## config.mk

```make
export PLATFORM = sky130hd
export DESIGN_NAME = rr_arbiter_hold
export DESIGN_NICKNAME = d
export VERILOG_FILES = /design/src/rtl/arb_pkg.sv /design/src/rtl/rr_arbiter_pick.sv /design/src/rtl/rr_arbiter_hold.sv
export SDC_FILE = /design/constraint.sdc
export NUM_CORES = 1
export LEC_CHECK = 0
export CORE_MARGIN = 5
export CORE_UTILIZATION = 40
export DETAILED_ROUTE_END_ITERATION = 10
export PLACE_DENSITY_LB_ADDON = 0.25
export SYNTH_ARGS = -nofsm -noshare
export SYNTH_HDL_FRONTEND = slang
export SYNTH_SLANG_ARGS = --single-unit
```

## constraint.sdc

```tcl
create_clock -name clk -period 2 [get_ports clk]
set_input_delay 0.3 -clock clk [delete_from_list [all_inputs] [get_ports clk]]
set_output_delay 0.3 -clock clk [all_outputs]
set_load 0.05 [all_outputs]
```

## src/rtl/arb_pkg.sv

```systemverilog
// Shared arbiter types: FSM state encoding and one-hot to binary index helper.
// Latency: none (types and pure functions only).
// Backpressure: not applicable.
package arb_pkg;

    typedef enum logic {
        ARB_IDLE  = 1'b0,
        ARB_GRANT = 1'b1
    } arb_state_e;

    // Widest one-hot vector the helper accepts; arbiters up to 64 ports.
    localparam int ARB_MAX_N = 64;

    // OR-reduce the indices of set bits; exact for one-hot or zero input.
    function automatic logic [31:0] onehot_to_bin(input logic [ARB_MAX_N-1:0] oh);
        logic [31:0] bin;
        bin = '0;
        for (int i = 0; i < ARB_MAX_N; i++) begin
            if (oh[i]) begin
                bin = bin | 32'(i);
            end
        end
        return bin;
    endfunction

endpackage

```

## src/rtl/rr_arbiter_pick.sv

```systemverilog
// Round-robin pick: first set bit of req scanning from ptr upward with wrap.
// Latency: purely combinational.
// Backpressure: none; winner is zero when no request is present.
module rr_arbiter_pick #(
    parameter int N    = 4,
    parameter int IDXW = $clog2(N)
) (
    input  logic [N-1:0]    req,
    input  logic [IDXW-1:0] ptr,
    output logic [N-1:0]    winner
);

    localparam int DW = 2 * N;

    logic [N-1:0]  mask;
    logic [DW-1:0] dbl;
    logic [DW-1:0] dbl_lsb;

    // Lower half holds requests at or above ptr, upper half all requests;
    // the lowest set bit of the double-width word is the rotated winner.
    always_comb begin
        mask    = ~((N'(1) << ptr) - N'(1));
        dbl     = {req, req & mask};
        dbl_lsb = dbl & (~dbl + DW'(1));
        winner  = dbl_lsb[N-1:0] | dbl_lsb[DW-1:N];
    end

endmodule

```

## src/rtl/rr_arbiter_hold.sv

```systemverilog
// Round-robin arbiter with registered one-hot grant held across multi-cycle tenures.
// Latency: 1 cycle req->grant; handover to next requester with no idle bubble.
// Backpressure: tenure ends on last, dropped req or hold-limit preemption; waiters stall.
module rr_arbiter_hold
    import arb_pkg::*;
#(
    parameter int N        = 4,
    parameter int MAX_HOLD = 16,
    parameter int IDXW     = $clog2(N)
) (
    input  logic            clk,
    input  logic            rst_n,
    input  logic [N-1:0]    req,
    input  logic [N-1:0]    last,
    output logic [N-1:0]    grant,
    output logic            grant_valid,
    output logic [IDXW-1:0] grant_idx,
    output logic            preempt
);

    localparam int              HCW      = (MAX_HOLD < 1) ? 1 : $clog2(MAX_HOLD + 1);
    localparam logic [HCW-1:0]  HOLD_LIM = HCW'(MAX_HOLD);
    localparam logic [IDXW-1:0] LAST_IDX = IDXW'(N - 1);

    arb_state_e      state_q, state_d;
    logic [IDXW-1:0] ptr_q, ptr_d;
    logic [HCW-1:0]  hold_cnt_q, hold_cnt_d;
    logic [N-1:0]    grant_q, grant_d;
    logic [IDXW-1:0] grant_idx_q, grant_idx_d;
    logic            grant_valid_q, grant_valid_d;
    logic            preempt_q, preempt_d;

    logic            g_req;
    logic            g_last;
    logic            lim_hit;
    logic            rel;
    logic [IDXW-1:0] rel_ptr;
    logic [IDXW-1:0] pick_ptr;
    logic [N-1:0]    winner;

    // Decide whether the current tenure ends this cycle, and which pointer the pick uses.
    always_comb begin
        g_req    = |(req & grant_q);
        g_last   = |(req & last & grant_q);
        lim_hit  = (MAX_HOLD != 0) && (hold_cnt_q == HOLD_LIM);
        rel      = (state_q == ARB_GRANT) && (!g_req || g_last || lim_hit);
        rel_ptr  = (grant_idx_q == LAST_IDX) ? '0 : grant_idx_q + IDXW'(1);
        pick_ptr = rel ? rel_ptr : ptr_q;
    end

    rr_arbiter_pick #(
        .N    (N),
        .IDXW (IDXW)
    ) u_pick (
        .req    (req),
        .ptr    (pick_ptr),
        .winner (winner)
    );

    // Next-state logic: FSM state, rotation pointer and tenure length counter.
    always_comb begin
        state_d    = state_q;
        ptr_d      = ptr_q;
        hold_cnt_d = hold_cnt_q;
        case (state_q)
            ARB_IDLE: begin
                if (|winner) begin
                    state_d    = ARB_GRANT;
                    hold_cnt_d = HCW'(1);
                end
            end
            ARB_GRANT: begin
                if (rel) begin
                    ptr_d = rel_ptr;
                    if (|winner) begin
                        hold_cnt_d = HCW'(1);
                    end else begin
                        state_d    = ARB_IDLE;
                        hold_cnt_d = '0;
                    end
                end else if (MAX_HOLD != 0) begin
                    // A held tenure is always below the limit, so this never wraps.
                    hold_cnt_d = hold_cnt_q + HCW'(1);
                end
            end
            default: state_d = ARB_IDLE;
        endcase
    end

    // Output logic: next grant vector, its index, and the preemption pulse.
    always_comb begin
        grant_d   = '0;
        preempt_d = 1'b0;
        case (state_q)
            ARB_IDLE: grant_d = winner;
            ARB_GRANT: begin
                if (rel) begin
                    grant_d   = winner;
                    // Only a pure hold-limit release flags preemption; last wins ties.
                    preempt_d = lim_hit && g_req && !g_last;
                end else begin
                    grant_d = grant_q;
                end
            end
            default: grant_d = '0;
        endcase
        grant_valid_d = |grant_d;
        grant_idx_d   = IDXW'(onehot_to_bin(ARB_MAX_N'(grant_d)));
    end

    // State register: all flops clear asynchronously, requester 0 starts highest priority.
    always_ff @(posedge clk or negedge rst_n) begin
        if (!rst_n) begin
            state_q       <= ARB_IDLE;
            ptr_q         <= '0;
            hold_cnt_q    <= '0;
            grant_q       <= '0;
            grant_idx_q   <= '0;
            grant_valid_q <= 1'b0;
            preempt_q     <= 1'b0;
        end else begin
            state_q       <= state_d;
            ptr_q         <= ptr_d;
            hold_cnt_q    <= hold_cnt_d;
            grant_q       <= grant_d;
            grant_idx_q   <= grant_idx_d;
            grant_valid_q <= grant_valid_d;
            preempt_q     <= preempt_d;
        end
    end

    assign grant       = grant_q;
    assign grant_valid = grant_valid_q;
    assign grant_idx   = grant_idx_q;
    assign preempt     = preempt_q;

endmodule

```

==> results.md <==
* R2r startpoint: hold_cnt_q[0]$_DFFE_PN0P_
* Unrepaired setup endpoints after global routing: true
* Final worst path period share at 107.5%
* Most frequent cells in the layout: buf_4, clkdlybuf4s50_1, nand2_1
* Number of maximum-capacitance violations at 0
* Number of nets in the layout at 159
* Total Routing Usage GR at between 15 and 20%
* Arrival time of data at the critical path endpoint at about 2.3 ns
* Largest net degree at the start of global routing at 17
* CTS tree: done
* Number of nets produced by synthesis at 110
* Switching Power at 0.9796 mW
* Antenna cell count at 0
* Multiplexer share of the synthesized area at 4.320%
* Synthesized-area fraction occupied by xor and xnor cells at less than 1%
* Area growth, synth to finish at 49.17%
* Mean routed wirelength per cell at 13.97 um
* Critical path class: flip-flop to flip-flop
* Post-synthesis adder-cell area fraction at about 3.8%
* Synth Register Bits at 16
* Cell count after synthesis at 97
* Post-route clock skew at 0.007280 ns
* Clock input transition at the sequential cells of the worst setup and hold paths at 0.10 ns
* Drt first pass iters at 4
* Area share of the largest cell type after synthesis at 40.66%
* Maximum fanout count along the critical path at 3
* Min Clock Period, post-route at 2.150 ns
* Final hold slack at 0.3235 ns
* Mean instance size in the synthesized netlist at about 10 um2
* Cell type with the largest total area after synthesis: dfrtp_1
* Share of flip-flops with an asynchronous set or reset at 100.0%
* Floorplan Core Area at approximately 2400 um2
* Die X-Extent at a little under 60 um
* Number of enable-type register cells in the synthesized netlist at 0
* First-pass GRT wire length at 4.188 mm
* Share of total power in the clock network at 9.5%
* Number of primary I/O pins at 18
* Most area-consuming cells after synthesis: dfrtp_1, nand2_1, ha_1
* Initial core utilization at about two fifths
* Internal cell power at 1.265 mW
* Number of vias per cell after detailed routing at 5.217
* Vias in the first global route at ~900
* Final number of max-transition violations at 0
* Violated checks: setup timing
* Part of the power in combinational logic at 67.6%
* DP Area at 1370 um2
* Insertion delay to the later sink of the worst-skew pair at about 0.29 ns
* Switching part of the total power at roughly 44%
* Netlist Area Pre-Place at 984.7 um2
* Remaining antenna violation count after routing at 0
* Cell area after layout at 1469 um2
* Leakage Power at 0.6360 nW
* Via count at around 900
* Element type at the critical path end: flip-flop
* Routability congestion estimate at 0.8321
* Final worst setup slack at -0.1496 ns
* Most frequent standard cell in the layout excluding fill and tap cells: buf_4
* Number of buffers added by the clock tree synthesis step at 3
* Critical Path Start Type: flip-flop
* Areal power density over the cells at approximately 1500 nW/um2
* Sequential-to-total area share from yosys stat at 40.66%
* Synthesized-area fraction occupied by and/or/nand/nor cells at a little under a quarter
* Fin Setup TNS at -0.4143 ns
* Total clock sinks at 16
* Required @ worst endpoint at 2.17 ns
* Final Hold Violating Endpoints at 0
* Actual slew at the worst max-slew pin at 0.5088 ns
* Distinct cells, synth at 40
* Finished Core Util at 60.96%
* Relative slew slack at between 60% and 70%
* IR drop worst, VDD at between 0.001 and 0.0015 V
* Height of the die at 59.62 um
* Final count of negative-setup-slack endpoints at 5
* Largest family of logic cells by synthesized area: compound AO/OA/AOI/OAI gates
* Die Area at 3554 um2
* Sum of net half-perimeters after detailed placement at roughly 2.0 mm
* Synthesized-area fraction occupied by ao, oa, aoi and oai cells at 23.76%
* Clock Tree Root: clkbuf_4
* Dominant register cell in the synthesized netlist: dfrtp_1
* Fmax at 0.4652 GHz
* Overflow after GRT at 0
* Proportion of power drawn by flip-flops and latches at 22.9%
* DRT Wirelength at between 2 and 2.5 mm
* DRC errors left at 0
* Status: finished with violations
* Share of post-route cells with drive strength above 1 at 39.31%
* Number of core rows at 18
* Total of warnings raised by yosys at 0
* Number of port buffers at 17
* Path category of the worst min-delay check: primary input to async pin
* Antenna violations before repair at 0
* Start point of the critical path: hold_cnt_q[0]$_DFFE_PN0P_
* Max clock buf depth at 2
* Iteration-0 DRC Markers at 14
* CTS H-tree lvls at 1
[routing by layer]
metal / up-vias / global-route usage, % / share of wire, %
li1: 454 / - / -
met1: 445 / 19.81 / 45
met2: 12 / 27.15 / 51
met3: 2 / 2.832 / 2.8
met4: 0 / 6.646 / 0.82
met5: - / 0 / 0
[critical path, stage by stage (launching register included)]
cell       delay (ns)
dfrtp_1          0.40
inv_2            0.08
ha_4             0.13
and4bb_4         0.25
a31o_4           0.13
o21ai_4          0.07
mux2i_4          0.22
buf_4            0.15
buf_6            0.11
o2111ai_2        0.20
nand2_2          0.08
or2_1            0.22
[worst paths after layout]
| check | end | slack [ns] | cells past startpoint |
|---|---|---|---|
| max in group asynchronous | grant[1]$_DFF_PN0_ | 1.46 | 2 |
| setup reg to reg | grant_idx[0]$_DFF_PN0_ | -0.15 | 11 |
| hold / removal | hold_cnt_q[1]$_DFFE_PN0P_ | 0.32 | 2 |
| min in group clk | hold_cnt_q[3]$_DFFE_PN0P_ | 0.54 | 1 |
| hold reg to reg | hold_cnt_q[3]$_DFFE_PN0P_ | 0.54 | 1 |
| setup / recovery | grant_idx[0]$_DFF_PN0_ | -0.15 | 11 |
[what timing repair did]
item,4_1_cts,5_1_grt
resized for setup,3,2
pin swaps,2,3
hold buffers,0,0
setup endpoints to repair,4,6
cloned,0,0
setup buffers,2,3
[power by group through the flow]
stage	logic [mW]	clock network, mW	registers (mW)
3_3_place_gp	1.36	0	0.511
5_1_grt	1.64	0.237	0.529
4_1_cts	1.45	0.220	0.514
3_5_place_dp	1.38	0	0.517
6_report	1.52	0.214	0.514
2_1_floorplan	0.690	0	0.691
[synth_stat cells (all sizes together) (2+ instances only)]
master,count
a21oi,2
ha,3
nor3,3
or2,2
o21ai,7
mux2i,3
nor2,6
or3,2
o2111ai,2
nand3,6
and3,2
inv,6
dfrtp,16
nand2,15
buf,2
o221ai,3
a31oi,3
[logic make-up (layout without fill, tap and decap cells)]
logic type               count (synthesis)  after routing
flip-flops                              16             16
XOR/XNOR                                 1              1
adder cells (fa/ha/maj)                  3              3
multiplexers                             3              3
AND/OR/NAND/NOR                         40             40
buffers and inverters                    8             56
AO/OA/AOI/OAI                           26             26
[metrics by stage]
step	cells	setup WS [ns]	power (mW)
global route	175	-0.2482	2.404
detailed placement	166	-0.4098	1.902
floorplan	97	-0.07594	1.380
global placement	166	-0.3437	1.871
finish	175	-0.1496	2.245
CTS	172	-0.1676	2.184
[final cells by class]
| cell class | count | area [um2] |
|---|---|---|
| Timing Repair Buffer | 46 | 391.6 |
| Tap cell | 30 | 37.54 |
| Clock buffer | 4 | 36.28 |
| Sequential cell | 16 | 405.4 |
| Multi-Input combinational cell | 73 | 575.6 |
| Fill cell | 194 | 940.9 |
| Inverter | 6 | 22.52 |
[registers in the layout (all words and copies together), names as in the netlist]
| signal | count |
|---|---|
| ptr_q | 2 |
| state_q | 1 |
| hold_cnt_q | 5 |
| grant_idx | 2 |
| grant | 4 |
| preempt | 1 |
| grant_valid | 1 |
(Power assumes the default switching activity.)
